`src/rtl/muldiv_iter_pkg.sv`:
```
`default_nettype none
// ---------------------------------------------------------------------------
// muldiv_iter_pkg : M-extension alucodes, FSM states and op-class helpers
// Rev 1.0
// ---------------------------------------------------------------------------
package muldiv_iter_pkg;

   localparam logic [5:0] ALU_MUL    = 6'd16;
   localparam logic [5:0] ALU_MULH   = 6'd17;
   localparam logic [5:0] ALU_MULHSU = 6'd18;
   localparam logic [5:0] ALU_MULHU  = 6'd19;
   localparam logic [5:0] ALU_DIV    = 6'd20;
   localparam logic [5:0] ALU_DIVU   = 6'd21;
   localparam logic [5:0] ALU_REM    = 6'd22;
   localparam logic [5:0] ALU_REMU   = 6'd23;

   typedef enum logic [1:0] {
      ST_IDLE = 2'd0,
      ST_CALC = 2'd1,
      ST_FIX  = 2'd2,
      ST_DONE = 2'd3
   } state_t;

   function automatic logic is_mulop(input logic [5:0] code);
      return (code == ALU_MUL) || (code == ALU_MULH) ||
             (code == ALU_MULHSU) || (code == ALU_MULHU);
   endfunction

   function automatic logic is_divop(input logic [5:0] code);
      return (code == ALU_DIV) || (code == ALU_DIVU) ||
             (code == ALU_REM) || (code == ALU_REMU);
   endfunction

   function automatic logic is_remop(input logic [5:0] code);
      return (code == ALU_REM) || (code == ALU_REMU);
   endfunction

   // MUL low half is sign-agnostic, so it is treated as unsigned
   function automatic logic op1_signed(input logic [5:0] code);
      return (code == ALU_MULH) || (code == ALU_MULHSU) ||
             (code == ALU_DIV) || (code == ALU_REM);
   endfunction

   function automatic logic op2_signed(input logic [5:0] code);
      return (code == ALU_MULH) || (code == ALU_DIV) || (code == ALU_REM);
   endfunction

endpackage
`default_nettype wire

```
`src/rtl/muldiv_negate.sv`:
```
`default_nettype none
// ---------------------------------------------------------------------------
// muldiv_negate : conditional two's-complement of a W-bit value
// Rev 1.0
// ---------------------------------------------------------------------------
module muldiv_negate #(
   parameter int W = 32
) (
   input  logic         neg,
   input  logic [W-1:0] din,
   output logic [W-1:0] dout
);

   assign dout = neg ? (~din + {{(W-1){1'b0}}, 1'b1}) : din;

endmodule
`default_nettype wire

```
`src/rtl/muldiv_iter.sv`:
```
`default_nettype none
// ---------------------------------------------------------------------------
// muldiv_iter : iterative RV32M/RV64M multiply/divide, one bit per cycle
// Option MULDIV_EARLY_OUT_EN: data-dependent early termination.  Rev 1.0
// ---------------------------------------------------------------------------
module muldiv_iter
   import muldiv_iter_pkg::*;
#(
   parameter int XLEN  = 32,
   parameter int TAG_W = 5
) (
   input  logic             clk,
   input  logic             rst,
   input  logic             flush,
   input  logic             in_valid,
   output logic             in_ready,
   input  logic [5:0]       alucode,
   input  logic [XLEN-1:0]  op1,
   input  logic [XLEN-1:0]  op2,
   input  logic [TAG_W-1:0] in_tag,
   output logic             out_valid,
   input  logic             out_ready,
   output logic [XLEN-1:0]  result,
   output logic [TAG_W-1:0] out_tag,
   output logic             illegal
);

   localparam int CNT_W = $clog2(XLEN);
   localparam logic [XLEN-1:0] MIN_INT = {1'b1, {(XLEN-1){1'b0}}};

   state_t            state, state_nx;
   logic [CNT_W-1:0]  cnt, start_cnt;
   logic [5:0]        op;
   logic              neg_res, neg_rem;
   logic [2*XLEN-1:0] acc, mcand, prod;
   logic [XLEN-1:0]   mplier, rem, dvsr;   // mplier doubles as dividend/quotient shifter
   logic [XLEN-1:0]   mag1, mag2, fast_res, fix_res, quo, rmd, diff, mpl_nx;
   logic [XLEN:0]     rem_sh;
   logic              sgn1, sgn2, accept, fast, q_bit, calc_last;

   assign in_ready  = (state == ST_IDLE) || (state == ST_DONE && out_ready);
   assign out_valid = (state == ST_DONE);
   assign accept    = in_valid && in_ready && !flush;

   assign sgn1 = op1_signed(alucode) & op1[XLEN-1];
   assign sgn2 = op2_signed(alucode) & op2[XLEN-1];

   muldiv_negate #(.W(XLEN))   u_neg_op1 (.neg(sgn1),    .din(op1),    .dout(mag1));
   muldiv_negate #(.W(XLEN))   u_neg_op2 (.neg(sgn2),    .din(op2),    .dout(mag2));
   muldiv_negate #(.W(2*XLEN)) u_neg_prd (.neg(neg_res), .din(acc),    .dout(prod));
   muldiv_negate #(.W(XLEN))   u_neg_quo (.neg(neg_res), .din(mplier), .dout(quo));
   muldiv_negate #(.W(XLEN))   u_neg_rem (.neg(neg_rem), .din(rem),    .dout(rmd));

   always_comb begin
      fast     = 1'b0;
      fast_res = '0;
      if (!is_mulop(alucode) && !is_divop(alucode)) begin
         fast = 1'b1;
      end else if (is_divop(alucode) && op2 == '0) begin
         fast     = 1'b1;
         fast_res = is_remop(alucode) ? op1 : '1;
      end else if ((alucode == ALU_DIV || alucode == ALU_REM) &&
                   op1 == MIN_INT && op2 == '1) begin
         fast     = 1'b1;
         fast_res = (alucode == ALU_DIV) ? MIN_INT : '0;
      end
   end

   // Restoring divide step: trial subtract on the shifted partial remainder
   assign rem_sh = {rem, mplier[XLEN-1]};
   assign q_bit  = (rem_sh >= {1'b0, dvsr});
   assign diff   = rem_sh[XLEN-1:0] - dvsr;
   assign mpl_nx = is_divop(op) ? {mplier[XLEN-2:0], q_bit} : (mplier >> 1);

`ifdef MULDIV_EARLY_OUT_EN
   function automatic logic [CNT_W-1:0] lead_zeros(input logic [XLEN-1:0] v);
      logic [CNT_W-1:0] n;
      n = CNT_W'(XLEN-1);
      for (int i = 0; i < XLEN; i++)
         if (v[i]) n = CNT_W'(XLEN-1-i);
      return n;
   endfunction

   assign start_cnt = is_divop(alucode) ? lead_zeros(mag1) : '0;
   assign calc_last = (cnt == CNT_W'(XLEN-1)) || (is_mulop(op) && mpl_nx == '0);
`else
   assign start_cnt = '0;
   assign calc_last = (cnt == CNT_W'(XLEN-1));
`endif

   always_comb begin
      fix_res = rmd;
      case (op)
         ALU_MUL:                         fix_res = prod[XLEN-1:0];
         ALU_MULH, ALU_MULHSU, ALU_MULHU: fix_res = prod[2*XLEN-1:XLEN];
         ALU_DIV, ALU_DIVU:               fix_res = quo;
         default:                         ;
      endcase
   end

   always_ff @(posedge clk or posedge rst) begin
      if (rst) state <= ST_IDLE;
      else     state <= state_nx;
   end

   always_comb begin
      state_nx = state;
      case (state)
         ST_IDLE: if (accept) state_nx = fast ? ST_DONE : ST_CALC;
         ST_CALC: if (calc_last) state_nx = ST_FIX;
         ST_FIX:  state_nx = ST_DONE;
         ST_DONE: begin
            if (accept)         state_nx = fast ? ST_DONE : ST_CALC;
            else if (out_ready) state_nx = ST_IDLE;
         end
         default: state_nx = ST_IDLE;
      endcase
      if (flush) state_nx = ST_IDLE;
   end

   always_ff @(posedge clk or posedge rst) begin
      if (rst) begin
         cnt     <= '0;
         op      <= '0;
         neg_res <= 1'b0;
         neg_rem <= 1'b0;
         acc     <= '0;
         mcand   <= '0;
         mplier  <= '0;
         rem     <= '0;
         dvsr    <= '0;
         result  <= '0;
         out_tag <= '0;
         illegal <= 1'b0;
      end else if (accept) begin
         cnt     <= start_cnt;
         op      <= alucode;
         neg_res <= sgn1 ^ sgn2;
         neg_rem <= sgn1;
         acc     <= '0;
         mcand   <= {{XLEN{1'b0}}, mag1};
         mplier  <= is_divop(alucode) ? (mag1 << start_cnt) : mag2;
         rem     <= '0;
         dvsr    <= mag2;
         out_tag <= in_tag;
         illegal <= !is_mulop(alucode) && !is_divop(alucode);
         if (fast) result <= fast_res;
      end else if (state == ST_CALC) begin
         cnt    <= calc_last ? '0 : cnt + 1'b1;
         mplier <= mpl_nx;
         if (is_divop(op)) begin
            rem <= q_bit ? diff : rem_sh[XLEN-1:0];
         end else begin
            acc   <= acc + (mplier[0] ? mcand : '0);
            mcand <= mcand << 1;
         end
      end else if (state == ST_FIX) begin
         result <= fix_res;
      end
   end

endmodule
`default_nettype wire

```
`config.mk`:
```
export PLATFORM = sky130hd
export DESIGN_NAME = muldiv_iter
export DESIGN_NICKNAME = d
export VERILOG_FILES = /design/src/rtl/muldiv_iter_pkg.sv /design/src/rtl/muldiv_negate.sv /design/src/rtl/muldiv_iter.sv
export SDC_FILE = /design/constraint.sdc
export NUM_CORES = 1
export LEC_CHECK = 0
export CORE_ASPECT_RATIO = 2
export CORE_MARGIN = 1.5
export CORE_UTILIZATION = 54
export CTS_CLUSTER_DIAMETER = 60
export DETAILED_ROUTE_END_ITERATION = 10
export PLACE_DENSITY = 0.73
export SLEW_MARGIN = 30
export SYNTH_ARGS = -nofsm -noshare
export SYNTH_HDL_FRONTEND = slang
export SYNTH_SLANG_ARGS = --single-unit
```
`constraint.sdc`:
```
create_clock -name clk -period 22.3 [get_ports clk]
set_input_delay 2.23 -clock clk [delete_from_list [all_inputs] [get_ports clk]]
set_output_delay 2.23 -clock clk [all_outputs]
set_load 0.05 [all_outputs]
```
Yosys cells after proc, flatten, opt, wreduce, memory -nomap -nowiden
Index checks and enable logic that the tools add are counted.
{"block": "op_classes", "addsub": 8, "multipliers": 0, "div_mod_pow": 0, "order_cmp": 1, "eq_ne": 28, "n_shift": 0, "mux": 43, "bitwise": 8, "n_reduce_logical": 38}
{"operator": "32-bit 2-to-1 mux", "n": 21}
{"operator": "64-bit 2-to-1 mux", "n": 8}
{"operator": "32-bit by 1-bit adder with 32-bit output (second input constant)", "n": 4}
{"operator": "32-bit inverter", "n": 4}
{"operator": "6-bit by 5-bit equality test with 1-bit output (second input constant)", "n": 16}
{"operator": "32-bit one-hot mux with 3 select lines", "n": 1}
{"operator": "64-bit by 1-bit adder with 64-bit output (second input constant)", "n": 1}
{"operator": "64-bit adder", "n": 1}
{"operator": "32-bit equality test (second input constant)", "n": 2}
{"operator": "64-bit inverter", "n": 1}
{"operator": "33-bit by 32-bit greater-or-equal comparator with 1-bit output", "n": 1}
{"operator": "32-bit logical NOT", "n": 1}
{"operator": "32-bit subtractor", "n": 1}
{"operator": "1-bit logical OR", "n": 17}
{"operator": "5-bit 2-to-1 mux", "n": 3}
{"operator": "2-bit 2-to-1 mux", "n": 6}
{"operator": "2-bit one-hot mux with 4 select lines", "n": 1}
{"operator": "1-bit logical AND", "n": 7}
{"operator": "3-bit != test (second input constant)", "n": 2}
{"operator": "3-bit AND reduction", "n": 2}
{"operator": "2-bit nonzero test", "n": 3}
{"operator": "5-bit by 1-bit adder with 5-bit output (second input constant)", "n": 1}
{"operator": "5-bit equality test (second input constant)", "n": 1}
{"operator": "2-bit equality test (second input constant)", "n": 2}
{"operator": "other kinds (12)", "n": 19}
{"block": "word_totals", "reg_bits": 277, "latchBits": 0, "ramBits": 0, "rom_bits": 0, "input_bits": 80, "out_inout_bits": 40, "mem_count": 0}

Longest topological paths before layout
{"block": "logic_depth", "depth_word": 11, "mapped_depth": 16, "mapped_depth_nobuf": 14}

Modules after synthesis
From an unflattened synthesis, not the netlist that was laid out.
{"block": "unflattened", "cells_unflattened": 2922, "area_unflattened_um2": 23505.0}
{"mod": "muldiv_iter", "n_inst": 1, "cells_per_inst": 2329, "area_each_um2": 18866.8, "seq_area_each_um2": 6931.6}
{"mod": "muldiv_negate at u_neg_op1 ...", "n_inst": 4, "cells_per_inst": 99, "area_each_um2": 777.0, "seq_area_each_um2": 0.0}
{"mod": "muldiv_negate at u_neg_prd", "n_inst": 1, "cells_per_inst": 197, "area_each_um2": 1530.2, "seq_area_each_um2": 0.0}

Least setup slack after synthesis
No wires, ideal clock.
{"block": "synth_timing", "path_type": "input -> output", "start": "input out_ready", "end": "output in_ready", "t_arrival_ps": 3141, "path_slack_ps": 16929, "cell_stages": 2, "path_buffers": 0, "cell_sequence": "nand2_1 a21oi_1"}
{"block": "synth_between", "elab_chain_len": 2}
{"item": "from (decl)", "line": "muldiv_iter.sv:22", "source": "input logic out_ready,"}
{"item": "1-bit logical AND", "line": "muldiv_iter.sv:41", "source": "assign in_ready = (state == ST_IDLE) || (state == ST_DONE && out_ready);"}
{"item": "1-bit logical OR", "line": "muldiv_iter.sv:41"}
{"item": "to (decl)", "line": "muldiv_iter.sv:16", "source": "output logic in_ready,"}
No other way between the ends.

Worst setup path after layout
{"block": "layout_timing", "start": "input op2[4]", "end": "register result[31]"}
{"block": "layout_between", "elab_chain_len": 7, "word_cells_on_any_way": 14, "cone_classes": "eq/ne: 2; mux: 8; reduce/logical: 4"}
{"item": "from (decl)", "line": "muldiv_iter.sv:19", "source": "input logic [XLEN-1:0] op2,"}
{"item": "32-bit equality test", "line": "muldiv_iter.sv:63", "source": "op1 == MIN_INT && op2 == '1) begin"}
{"item": "1-bit logical AND", "line": "muldiv_iter.sv:63"}
{"item": "1-bit 2-to-1 mux / 32-bit 2-to-1 mux (equally long branches)", "line": "muldiv_iter.sv:62", "source": "end else if ((alucode == ALU_DIV || alucode == ALU_REM) &&"}
{"item": "1-bit 2-to-1 mux / 32-bit 2-to-1 mux (equally long branches)", "line": "muldiv_iter.sv:59", "source": "end else if (is_divop(alucode) && op2 == '0) begin"}
{"item": "1-bit 2-to-1 mux / 32-bit 2-to-1 mux (equally long branches)", "line": "muldiv_iter.sv:57", "source": "if (!is_mulop(alucode) && !is_divop(alucode)) begin"}
{"item": "2-bit by 1-bit != test with 1-bit output (no line) / 32-bit 2-to-1 mux (equally long branches)"}
{"item": "3-bit AND reduction (no line) / 32-bit 2-to-1 mux (equally long branches)"}
{"item": "to (signal assigned)", "line": "muldiv_iter.sv:147", "source": "if (fast) result <= fast_res;"}
{"item": "to (signal assigned)", "line": "muldiv_iter.sv:158", "source": "result <= fix_res;"}
{"item": "to (decl)", "line": "muldiv_iter.sv:23", "source": "output logic [XLEN-1:0] result,"}
Parallel ways exist; a longest one is shown, timed or not. The select of a mux whose other input is x is not followed.
A chain may end at the register's enable or synchronous reset.

==> results.sh <==
export IMPL_gp_congestion=0.984
export IMPL_worst_path_buf_inv=1
export IMPL_startpoint_type="input pin"
export IMPL_cts_tree="built"
export IMPL_num_rows=105
export IMPL_max_stage_delay_ns=0.91
export IMPL_cts_made_buffers=30
export IMPL_synth_edff_count=0
export IMPL_dieArea_sq_um=42800
export IMPL_synthArstFlopShare_pct=100
export IMPL_area_delta_synth_final_pct=11.4
export IMPL_clock_root_buffer="clkbuf_16"
export IMPL_cts_sinks=277
export IMPL_cp_arrival_ns=6.80
export IMPL_crit_cells=10
export IMPL_wl_per_cell_um=23.3
export IMPL_grt_pass1_wl_mm=123
export IMPL_drtPass1Iterations=7
export IMPL_rsz0062_at_grt="no"
export IMPL_syn_area_sq_um=22400
export IMPL_switching_share_pct=43.1
export IMPL_core_area_sq_um=41000
export IMPL_pwr_share_seq_pct=33.0
export IMPL_synth_xor_area_share_pct=10.4
export IMPL_portBuffers=119
export IMPL_grt_max_degree=152
export IMPL_cts_repair_resized=0
export IMPL_p_total_mw=2.31
export IMPL_hold_end="result[28]"
export IMPL_layout_min_cycle_time_ns=6.40
export IMPL_syn_inst=2864
export IMPL_tns_ns=0
export IMPL_clock_skew_ns=0.0150
export IMPL_ys_seq_elements=277
export IMPL_setup_viol_count_final=0
export IMPL_r2r_slack_ns=17.09
export IMPL_postCtsSetupBuffers=0
export IMPL_min_delay_path_depth=2
export IMPL_synthAdderAreaFrac_pct=5.93
export IMPL_yosysMostFrequentCell="nand2_1"
export IMPL_power_leakage_nw=10.9
export IMPL_die_y_um=291
export IMPL_synth_area_leaders="dfrtp_1 31%, nand2_1 8.3%, o21ai_0 6.5%"
export IMPL_yosys_area_share_simple_pct=21.4
export IMPL_drv_slew=0
export IMPL_synth_fp_nets=3049
export IMPL_gr_usage_met2_pct=66.0
export IMPL_dp_cells=3361
export IMPL_cts_hold_buf=0
export IMPL_groute_usage_overall_pct=36.7
export IMPL_p_int_mw=1.32
export IMPL_antenna_found_initial=4
export IMPL_rr_worst_depth=15
export IMPL_ir_drop_v=0.0000700
export IMPL_syn_avg_cell_area_sq_um=7.82
export IMPL_critPathMaxFanout=26
export IMPL_die_x_um=147
export IMPL_ys_flop_type="dfrtp_1"
export IMPL_initial_core_util_pct=54.7
export IMPL_worst_pin_slew_ns=0.995
export IMPL_yosysWarnings=0
export IMPL_ys_top_cells_by_count="496 x nand2_1, 293 x o21ai_0, 277 x dfrtp_1"
export IMPL_seq_area_frac_synth_pct=30.9
export IMPL_yosysTopAreaCell="dfrtp_1"
export IMPL_power_density_nw_per_um2=92.7
export IMPL_via_per_inst=6.43
export IMPL_fmax_mhz=156
export IMPL_finalNonFillerCells=3416
export IMPL_hp_class="flop to flop"
export IMPL_grt_use_met1_pct=39.3
export IMPL_pwr_share_comb_pct=42.9
export IMPL_clock_latency_ns=0.59
export IMPL_switching_power_mw=0.997
export IMPL_num_vias=21977
export IMPL_crit_type="input pin to flop"
export IMPL_drt_iter0_drc=1700
export IMPL_synth_top_family_by_area="compound AO/OA/AOI/OAI gates"
export IMPL_critPathTopFamily="simple AND/OR/NAND/NOR gates"
export IMPL_drt_total_wl_mm=79.8
export IMPL_cp_slowest_cell="nor4_1"
export IMPL_critPathRequiredTime_ns=22.70
export IMPL_synth_cell_types=78
export IMPL_maxCapViolCount=0
export IMPL_drc_errors=0
export IMPL_busiest_layer="met2"
export IMPL_r2r_end="acc[60]"
export IMPL_synth_top_cell_area_share_pct=30.9
export IMPL_grt_met3_usage_pct=3.75
export IMPL_clkPwrFrac_pct=24.0
export IMPL_drive_above_1_share_pct=4.45
export IMPL_fin_crit_sh_pct=28.7
export IMPL_grt_pass1_vias=21861
export IMPL_worst_r2r_startpoint="mplier[0]"
export IMPL_crit_chain="clkdlybuf4s50_1, nor4_1, nand3b_1, nor2b_1, nand4_1, nor4_1, a211o_1, nand2_1, nand2_1, a41oi_1"
export IMPL_outcome="complete, no violations"
export IMPL_synth_compound_area_share_pct=25.2
export IMPL_place_area_sq_um=23900
export IMPL_hp_start="result[28]"
export IMPL_final_cell_area_sq_um=25000
export IMPL_postRouteAntennaNets=0
export IMPL_ios=120
export IMPL_relSlewSlack_pct=33.7
export IMPL_dp_hpwl_mm=60.8
export IMPL_cts_buffer_depth=3
export IMPL_synthMuxAreaShare_pct=1.61
export IMPL_clk_pin_slew_worst_paths_ns=0.07
export IMPL_crit_path_end_kind="flop"
export IMPL_h_tree_depth=1
export IMPL_grt_overflow_total=0
export IMPL_hold_viol_final=0
export IMPL_final_nets=3043
how the worst max path moves through the flow:
stage / startpoint / end / slack [ns]
6_report: op2[4] / result[31] / 15.90
5_1_grt: op2[4] / result[31] / 15.75
4_1_cts: op2[4] / result[31] / 16.10
3_5_place_dp: op2[4] / result[31] / 15.50
3_3_place_gp: op2[4] / result[31] / 15.68
2_1_floorplan: rst / acc[0] / 12.43
per-layer routing:
layer / vias up / share of wire (%)
met5: - / 0.028
met4: 4 / 8.6
met3: 287 / 4.6
met2: 788 / 51
met1: 10672 / 36
li1: 10226 / -
final cells by class:
class	count	area, sq um
repair buffers	147	1440
clock inverters	12	216
diodes	2	5.00
clock buffers	41	843
multi-input cells	2325	14600
flip-flops and latches	277	6930
fillers	3828	16000
well taps	535	669
inverters	77	302
power groups by stage:
stage               Combinational [mW]  Sequential [mW]  Clock (mW)
finish                           0.994            0.765       0.556
global route                      1.08            0.778       0.580
CTS                              0.983            0.760       0.563
detailed placement               0.979            0.767           0
global placement                 0.956            0.762           0
floorplan                        0.674            0.761           0
flip-flops by register name, indices dropped and copies added (netlist names), 2 cells and up:
register / cells
acc: 64
cnt: 5
dvsr: 32
mcand: 64
mplier: 32
op: 6
out_tag: 5
rem: 32
result: 32
state: 2
through the flow:
| stage | utilization (%) | hold WS, ns | setup slack [ns] |
|---|---|---|---|
| 5_1_grt | 60.9 | 0.497 | 15.75 |
| 6_report | 60.9 | 0.474 | 15.90 |
| 2_1_floorplan | - | 0.450 | 12.43 |
| 3_3_place_gp | 58.1 | 0.457 | 15.68 |
| 3_5_place_dp | 58.3 | 0.466 | 15.50 |
| 4_1_cts | 60.8 | 0.480 | 16.10 |
worst min-delay path, cell delays in order (launching register included):
cell,delay [ns]
dfrtp_1,0.34
nand2_1,0.05
nand3_1,0.05
kinds of logic after synthesis:
family | after synthesis
DFF | 277
adders and majority gates | 105
and+or+nand+nor | 1029
AOI/OAI and AO/OA | 889
buffers and inverters | 262
xor gates and xnor gates | 266
muxes | 36
placed cells by master, fill, tap and decap left out, types with 23 or more instances in the layout:
cell type / count
buf_4: 24
o41ai_1: 25
clkdlybuf4s50_1: 119
nand4_1: 38
o211ai_1: 33
nand3_1: 54
o21ai_0: 292
or3_1: 25
inv_1: 76
nor2_1: 159
and2_1: 73
o22ai_1: 27
dfrtp_1: 276
nand2b_1: 23
xor2_1: 148
clkbuf_16: 31
a22o_1: 38
xnor2_1: 118
mux2i_1: 36
a21o_1: 60
ha_1: 103
nand2_1: 492
a31oi_1: 50
a21oi_1: 177
nor3_1: 43
o31ai_1: 58
Power figures use the tool's default switching activity.
